==> src/rtl/stopwatch_cmd_gen_pkg.sv <==
// ============================================================================
// stopwatch_cmd_gen_pkg : shared stopwatch constants, command encoding, arbiter
// Rev 1.0
// ============================================================================
`default_nettype none

package stopwatch_cmd_gen_pkg;

  localparam int DEBOUNCE_CYCLES_DEF = 1000000;
  localparam int CNT_W_DEF           = 20;

  // Bit positions inside btn_level
  localparam int BTN_START = 0;
  localparam int BTN_STOP  = 1;
  localparam int BTN_RESET = 2;
  localparam int NUM_BTN   = 3;

  typedef enum logic [1:0] {
    IDLE    = 2'b00,
    RUNNING = 2'b01,
    PAUSED  = 2'b10
  } sw_status_e;

  typedef enum logic [1:0] {
    CMD_NONE  = 2'b00,
    CMD_START = 2'b01,
    CMD_STOP  = 2'b10,
    CMD_RESET = 2'b11
  } cmd_e;

  // Only one command may leave per cycle; stop beats start beats reset.
  function automatic cmd_e arbitrate(input logic [NUM_BTN-1:0] rise);
    cmd_e cmd;
    cmd = CMD_NONE;
    if (rise[BTN_STOP])       cmd = CMD_STOP;
    else if (rise[BTN_START]) cmd = CMD_START;
    else if (rise[BTN_RESET]) cmd = CMD_RESET;
    return cmd;
  endfunction

endpackage

`default_nettype wire

==> src/rtl/stopwatch_cmd_gen_if.sv <==
// ============================================================================
// stopwatch_cmd_gen_if : raw button levels in, command strobes and levels out
// Rev 1.0
// ============================================================================
`default_nettype none

interface stopwatch_cmd_gen_if;

  logic       btn_start_raw;
  logic       btn_stop_raw;
  logic       btn_reset_raw;
  logic       start;
  logic       stop;
  logic       reset;
  logic [2:0] btn_level;

  // slave: the command generator itself
  modport slave (
    input  btn_start_raw,
    input  btn_stop_raw,
    input  btn_reset_raw,
    output start,
    output stop,
    output reset,
    output btn_level
  );

  // master: whatever drives the buttons and consumes the commands
  modport master (
    output btn_start_raw,
    output btn_stop_raw,
    output btn_reset_raw,
    input  start,
    input  stop,
    input  reset,
    input  btn_level
  );

endinterface

`default_nettype wire

==> src/rtl/stopwatch_cmd_gen_btn_debounce.sv <==
// ============================================================================
// stopwatch_cmd_gen_btn_debounce : 2-flop synchroniser plus counter debouncer
// Rev 1.0
// ============================================================================
`default_nettype none

module stopwatch_cmd_gen_btn_debounce
  import stopwatch_cmd_gen_pkg::*;
#(
  parameter int DEBOUNCE_CYCLES = DEBOUNCE_CYCLES_DEF,
  parameter int CNT_W           = CNT_W_DEF
) (
  input  wire  clk,
  input  wire  rst_n,
  input  wire  raw_i,
  output logic level_o,
  output logic rise_o
);

  localparam logic [CNT_W-1:0] CNT_MAX = CNT_W'(DEBOUNCE_CYCLES - 1);

  logic             sync1_q;
  logic             sync2_q;
  logic             stable_q;
  logic             stable_d;
  logic [CNT_W-1:0] cnt_q;
  logic [CNT_W-1:0] cnt_d;

  // Any return to the stable level wipes the count: no partial credit.
  always_comb begin
    stable_d = stable_q;
    cnt_d    = cnt_q;
    rise_o   = 1'b0;
    if (sync2_q == stable_q) begin
      cnt_d = '0;
    end else if (cnt_q == CNT_MAX) begin
      stable_d = sync2_q;
      cnt_d    = '0;
      rise_o   = sync2_q;
    end else begin
      cnt_d = cnt_q + CNT_W'(1);
    end
  end

  always_ff @(posedge clk or negedge rst_n) begin
    if (!rst_n) begin
      sync1_q  <= 1'b0;
      sync2_q  <= 1'b0;
      stable_q <= 1'b0;
      cnt_q    <= '0;
    end else begin
      sync1_q  <= raw_i;
      sync2_q  <= sync1_q;
      stable_q <= stable_d;
      cnt_q    <= cnt_d;
    end
  end

  assign level_o = stable_q;

endmodule

`default_nettype wire

==> src/rtl/stopwatch_cmd_gen.sv <==
// ============================================================================
// stopwatch_cmd_gen : debounced start/stop/reset buttons to one-hot command pulses
// Rev 1.0
// ============================================================================
`default_nettype none

module stopwatch_cmd_gen
  import stopwatch_cmd_gen_pkg::*;
#(
  parameter int DEBOUNCE_CYCLES = DEBOUNCE_CYCLES_DEF,
  parameter int CNT_W           = CNT_W_DEF
) (
  input  wire                 clk,
  input  wire                 rst_n,
  stopwatch_cmd_gen_if.slave  bus
);

  generate
    if (DEBOUNCE_CYCLES < 2 || (64'(1) << CNT_W) <= 64'(DEBOUNCE_CYCLES - 1)) begin : g_param_check
      $error("stopwatch_cmd_gen: DEBOUNCE_CYCLES must be >= 2 and fit in CNT_W bits");
    end
  endgenerate

  logic [NUM_BTN-1:0] raw_vec;
  logic [NUM_BTN-1:0] level_vec;
  logic [NUM_BTN-1:0] rise_vec;
  cmd_e               cmd_d;
  logic               start_q;
  logic               stop_q;
  logic               reset_q;

  always_comb begin
    raw_vec            = '0;
    raw_vec[BTN_START] = bus.btn_start_raw;
    raw_vec[BTN_STOP]  = bus.btn_stop_raw;
    raw_vec[BTN_RESET] = bus.btn_reset_raw;
  end

  generate
    for (genvar b = 0; b < NUM_BTN; b++) begin : g_btn
      stopwatch_cmd_gen_btn_debounce #(
        .DEBOUNCE_CYCLES (DEBOUNCE_CYCLES),
        .CNT_W           (CNT_W)
      ) u_debounce (
        .clk     (clk),
        .rst_n   (rst_n),
        .raw_i   (raw_vec[b]),
        .level_o (level_vec[b]),
        .rise_o  (rise_vec[b])
      );
    end
  endgenerate

  // Losing rises in the same cycle are dropped; their levels still update.
  always_comb begin
    cmd_d = arbitrate(rise_vec);
  end

  always_ff @(posedge clk or negedge rst_n) begin
    if (!rst_n) begin
      start_q <= 1'b0;
      stop_q  <= 1'b0;
      reset_q <= 1'b0;
    end else begin
      start_q <= (cmd_d == CMD_START);
      stop_q  <= (cmd_d == CMD_STOP);
      reset_q <= (cmd_d == CMD_RESET);
    end
  end

  assign bus.start     = start_q;
  assign bus.stop      = stop_q;
  assign bus.reset     = reset_q;
  assign bus.btn_level = level_vec;

endmodule

`default_nettype wire

==> src/flat_wrapper.sv <==
// flat-port wrapper written by rule: the top's interface ports become plain ports
module stopwatch_cmd_gen_flat import stopwatch_cmd_gen_pkg::*;
#(
  parameter int DEBOUNCE_CYCLES = DEBOUNCE_CYCLES_DEF,
  parameter int CNT_W           = CNT_W_DEF
)
  (clk, rst_n, bus_btn_start_raw, bus_btn_stop_raw, bus_btn_reset_raw, bus_start, bus_stop, bus_reset, bus_btn_level);
  stopwatch_cmd_gen_if bus_i ();
  input  wire clk;
  input  wire rst_n;
  input wire logic [$bits(bus_i.btn_start_raw)-1:0] bus_btn_start_raw;
  input wire logic [$bits(bus_i.btn_stop_raw)-1:0] bus_btn_stop_raw;
  input wire logic [$bits(bus_i.btn_reset_raw)-1:0] bus_btn_reset_raw;
  output wire logic [$bits(bus_i.start)-1:0] bus_start;
  output wire logic [$bits(bus_i.stop)-1:0] bus_stop;
  output wire logic [$bits(bus_i.reset)-1:0] bus_reset;
  output wire logic [$bits(bus_i.btn_level)-1:0] bus_btn_level;
  assign bus_i.btn_start_raw = bus_btn_start_raw;
  assign bus_i.btn_stop_raw = bus_btn_stop_raw;
  assign bus_i.btn_reset_raw = bus_btn_reset_raw;
  assign bus_start = bus_i.start;
  assign bus_stop = bus_i.stop;
  assign bus_reset = bus_i.reset;
  assign bus_btn_level = bus_i.btn_level;
  stopwatch_cmd_gen #(.DEBOUNCE_CYCLES(DEBOUNCE_CYCLES), .CNT_W(CNT_W)) u_core (.clk(clk), .rst_n(rst_n), .bus(bus_i));
endmodule
==> config.mk <==
export PLATFORM = sky130hd
export DESIGN_NAME = stopwatch_cmd_gen_flat
export DESIGN_NICKNAME = d
export VERILOG_FILES = /design/src/rtl/stopwatch_cmd_gen_pkg.sv /design/src/rtl/stopwatch_cmd_gen_if.sv /design/src/rtl/stopwatch_cmd_gen_btn_debounce.sv /design/src/rtl/stopwatch_cmd_gen.sv /design/src/flat_wrapper.sv
export SDC_FILE = /design/constraint.sdc
export NUM_CORES = 1
export LEC_CHECK = 0
export CAP_MARGIN = 20
export CORE_UTILIZATION = 35
export CTS_CLUSTER_DIAMETER = 40
export DETAILED_ROUTE_END_ITERATION = 8
export PLACE_DENSITY = 0.6
export SYNTH_ARGS = -nofsm -noshare
export SYNTH_HDL_FRONTEND = slang
export SYNTH_SLANG_ARGS = --single-unit
export TNS_END_PERCENT = 20
==> constraint.sdc <==
create_clock -name clk -period 5.8 [get_ports clk]
set_input_delay 1.74 -clock clk [delete_from_list [all_inputs] [get_ports clk]]
set_output_delay 1.74 -clock clk [all_outputs]
set_load 0.005 [all_outputs]
==> metrics.yaml <==
track_usage_pct: 14.1
r2r_cells: 5
clock_path_buffers: 2
hold_path_depth: 0
cts.sinks: 72
grt_max_degree: 73
clock_skew_ps: 6.40
tns_ps: 0
power_frac_seq_pct: 54.4
hold_end: "u_core.g_btn[2].u_debounce.sync2_q"
crit_chain: "clkdlybuf4s50_1"
ant_nets: 0
grt_first_pass_wirelength_mm: 11.1
end_kind: "primary output"
antenna_cells: 0
syn_to_final_growth_pct: 12.2
power_mw: 0.949
outcome: "complete, no violations"
die_w_um: 101
ys_seq_area_share_pct: 52.9
drt_first_pass_iters: 4
synthTopCellsByArea: "dfrtp_1, xnor2_1, nor2_1"
power_frac_comb_pct: 3.2
place_hpwl_mm: 4.24
cts_hold_buf: 0
timing.rr.start: "u_core.g_btn[1].u_debounce.cnt_q[0]"
maxCapViolCount: 0
core_area_um2: 9330
numCtsBuffers: 9
drt-total-wl_mm: 6.32
dieHeight_um: 101
hp-start: "u_core.g_btn[2].u_debounce.sync1_q"
cts.htree.levels: 3
cp.buffers_inverters: 1
worst-path-max-fanout: 5
fill_cells: 911
grt_pass1_vias: 2379
grt.overflow.total: 0
cp_top_family: "buffers and inverters"
path_clk_slew_ps: 70
fin_crit_sh_pct: 52.3
drt_iter0_drc: 99
p_leak_nw: 1.49
fin_util_pct: 40.9
multiInputGateArea_um2: 1500
cp_slowest_stage_delay_ps: 530
drc: 0
synth_top_cell_area_share_pct: 52.9
rsz0062_at_grt: "no"
register_area_um2: 1800
ys_ff_latch: 72
dieArea_um2: 10100
dp_slack_ps: 3130
io_buffers: 10
switching_power_mw: 0.210
cts_tree: "built"
tightest_slew_ps: 898
synth_top_cell_by_area: "dfrtp_1"
fin_nets: 361
finalHoldViolations: 0
p_clk_share_pct: 42.5
clock_latency_ps: 340
hold_class: "reg2reg"
ys.flop_type: "dfrtp_1"
fin_ws_ps: 2770
ir_drop_mv: 0.118
powerDensity_nw_per_um2: 248
switching_share_pct: 22.1
wire_per_inst_um: 13.0
io_pins: 11
gp_congestion: 0.756
critPathKind: "reg2out"
relSlewSlack_pct: 40.1
ys_types: 35
startpoint_type: "flop"
synth_edf_count: 0
post_cts_buffers: 0
initial_utilization_pct: 36.5
r2r_setup_slack_ps: 3240
netlist_area_um2: 3400
max_freq_mhz: 330
synthArstFlopShare_pct: 100
fin_crit_ps: 3030
cts_resized: 0
syn_inst: 339
cts_root_buffer: "clkbuf_8"
via_count: 2474
antenna_found_initial: 0
p_int_mw: 0.739
avgSynthCellArea_um2: 10.0
setup_viol: 0
rows: 35
arrival_ps: 1290
critical_path_required_ps: 4060
cp.depth: 1
drive_gt1_share_pct: 6.42
cp_slowest_cell: "clkdlybuf4s50_1"
yosysWarnings: 0
drv_slew: 0
viasPerCell: 5.08
rr_endpoint: "u_core.g_btn[1].u_debounce.cnt_q[12]"
synth_nets: 347
==> registers in the layout, indices dropped and copies added, names as in the netlist <==
signal                           flops
u_core.bus.stop                      1
u_core.g_btn.u_debounce.level_o      3
u_core.g_btn.u_debounce.cnt_q       60
u_core.g_btn.u_debounce.sync2_q      3
u_core.g_btn.u_debounce.sync1_q      3
u_core.bus.reset                     1
u_core.bus.start                     1
==> layout by cell type, fill, tap and decap left out, drive strengths merged, types with 2 or more instances in the layout <==
| master | count |
|---|---|
| a21oi | 19 |
| buf | 2 |
| o21ai | 21 |
| nor4 | 9 |
| nand3 | 24 |
| clkbuf | 13 |
| nor4b | 2 |
| o31ai | 7 |
| inv | 13 |
| xor2 | 14 |
| dfrtp | 72 |
| xnor2 | 24 |
| or4 | 13 |
| nand4 | 14 |
| and2 | 4 |
| ha | 3 |
| or3 | 15 |
| nor2 | 41 |
| clkinv | 2 |
| nand2 | 14 |
| nor3 | 8 |
| and3 | 7 |
| and4 | 2 |
| clkdlybuf4s50 | 9 |
==> worst max-delay path by stage <==
stage	slack, ps	from	to
detailed placement	3130	u_core.g_btn[0].u_debounce.level_o	bus_btn_level[0]
global placement	3130	u_core.g_btn[0].u_debounce.level_o	bus_btn_level[0]
CTS	2740	u_core.g_btn[0].u_debounce.level_o	bus_btn_level[0]
global route	2710	u_core.g_btn[0].u_debounce.level_o	bus_btn_level[0]
finish	2770	u_core.g_btn[0].u_debounce.level_o	bus_btn_level[0]
floorplan	3520	u_core.g_btn[0].u_debounce.level_o	bus_btn_level[0]
==> cells in the mapped netlist, drive strengths merged (4+ instances only) <==
library cell	number
a21oi	19
and2	4
and3	7
buf	5
dfrtp	72
inv	13
nand2	14
nand3	24
nand4	14
nor2	41
nor3	8
nor4	9
o21ai	21
o31ai	7
or3	15
or4	13
xnor2	24
xor2	14
==> power by group through the flow <==
stage               clock [mW]  combinational (mW)  sequential [mW]
floorplan                    0              0.0153            0.524
global placement             0              0.0311            0.525
detailed placement           0              0.0314            0.526
CTS                      0.416              0.0316            0.516
global route             0.439              0.0353            0.517
finish                   0.403              0.0300            0.516
==> layer usage <==
layer	part of all wire (%)	global-route usage [%]	vias to the layer above
met4	2.1	6.69	0
met5	0	0	-
met3	2.0	2.50	10
met2	45	21.9	23
li1	-	-	1240
met1	50	19.3	1201
==> layout make-up <==
type                       count  area share, %
sequential                    72           47.2
multi-input combinational    246           39.4
tap                          129           4.23
clock buffer                  13           4.16
timing repair buffer          11           2.75
inverter                      13           1.28
clock inverter                 3           1.05
==> cells by family (layout without fill, tap and decap cells) <==
kind of cell / Yosys count / in the layout / synth area share, %
simple gates: 158 / 158 / 25.4
flops: 72 / 72 / 52.9
compound gates: 47 / 47 / 7.87
xor+xnor: 38 / 38 / 9.78
buf+inv: 21 / 40 / 2.90
fa+ha+maj: 3 / 3 / 1.10
==> metrics by stage <==
step,instance area (um2),cells,hold slack (ps)
3_5_place_dp,3620,471,337
5_1_grt,3820,487,363
6_report,3820,487,358
2_1_floorplan,3400,339,331
3_3_place_gp,3620,471,345
4_1_cts,3820,487,360
(Power assumes the default switching activity.)
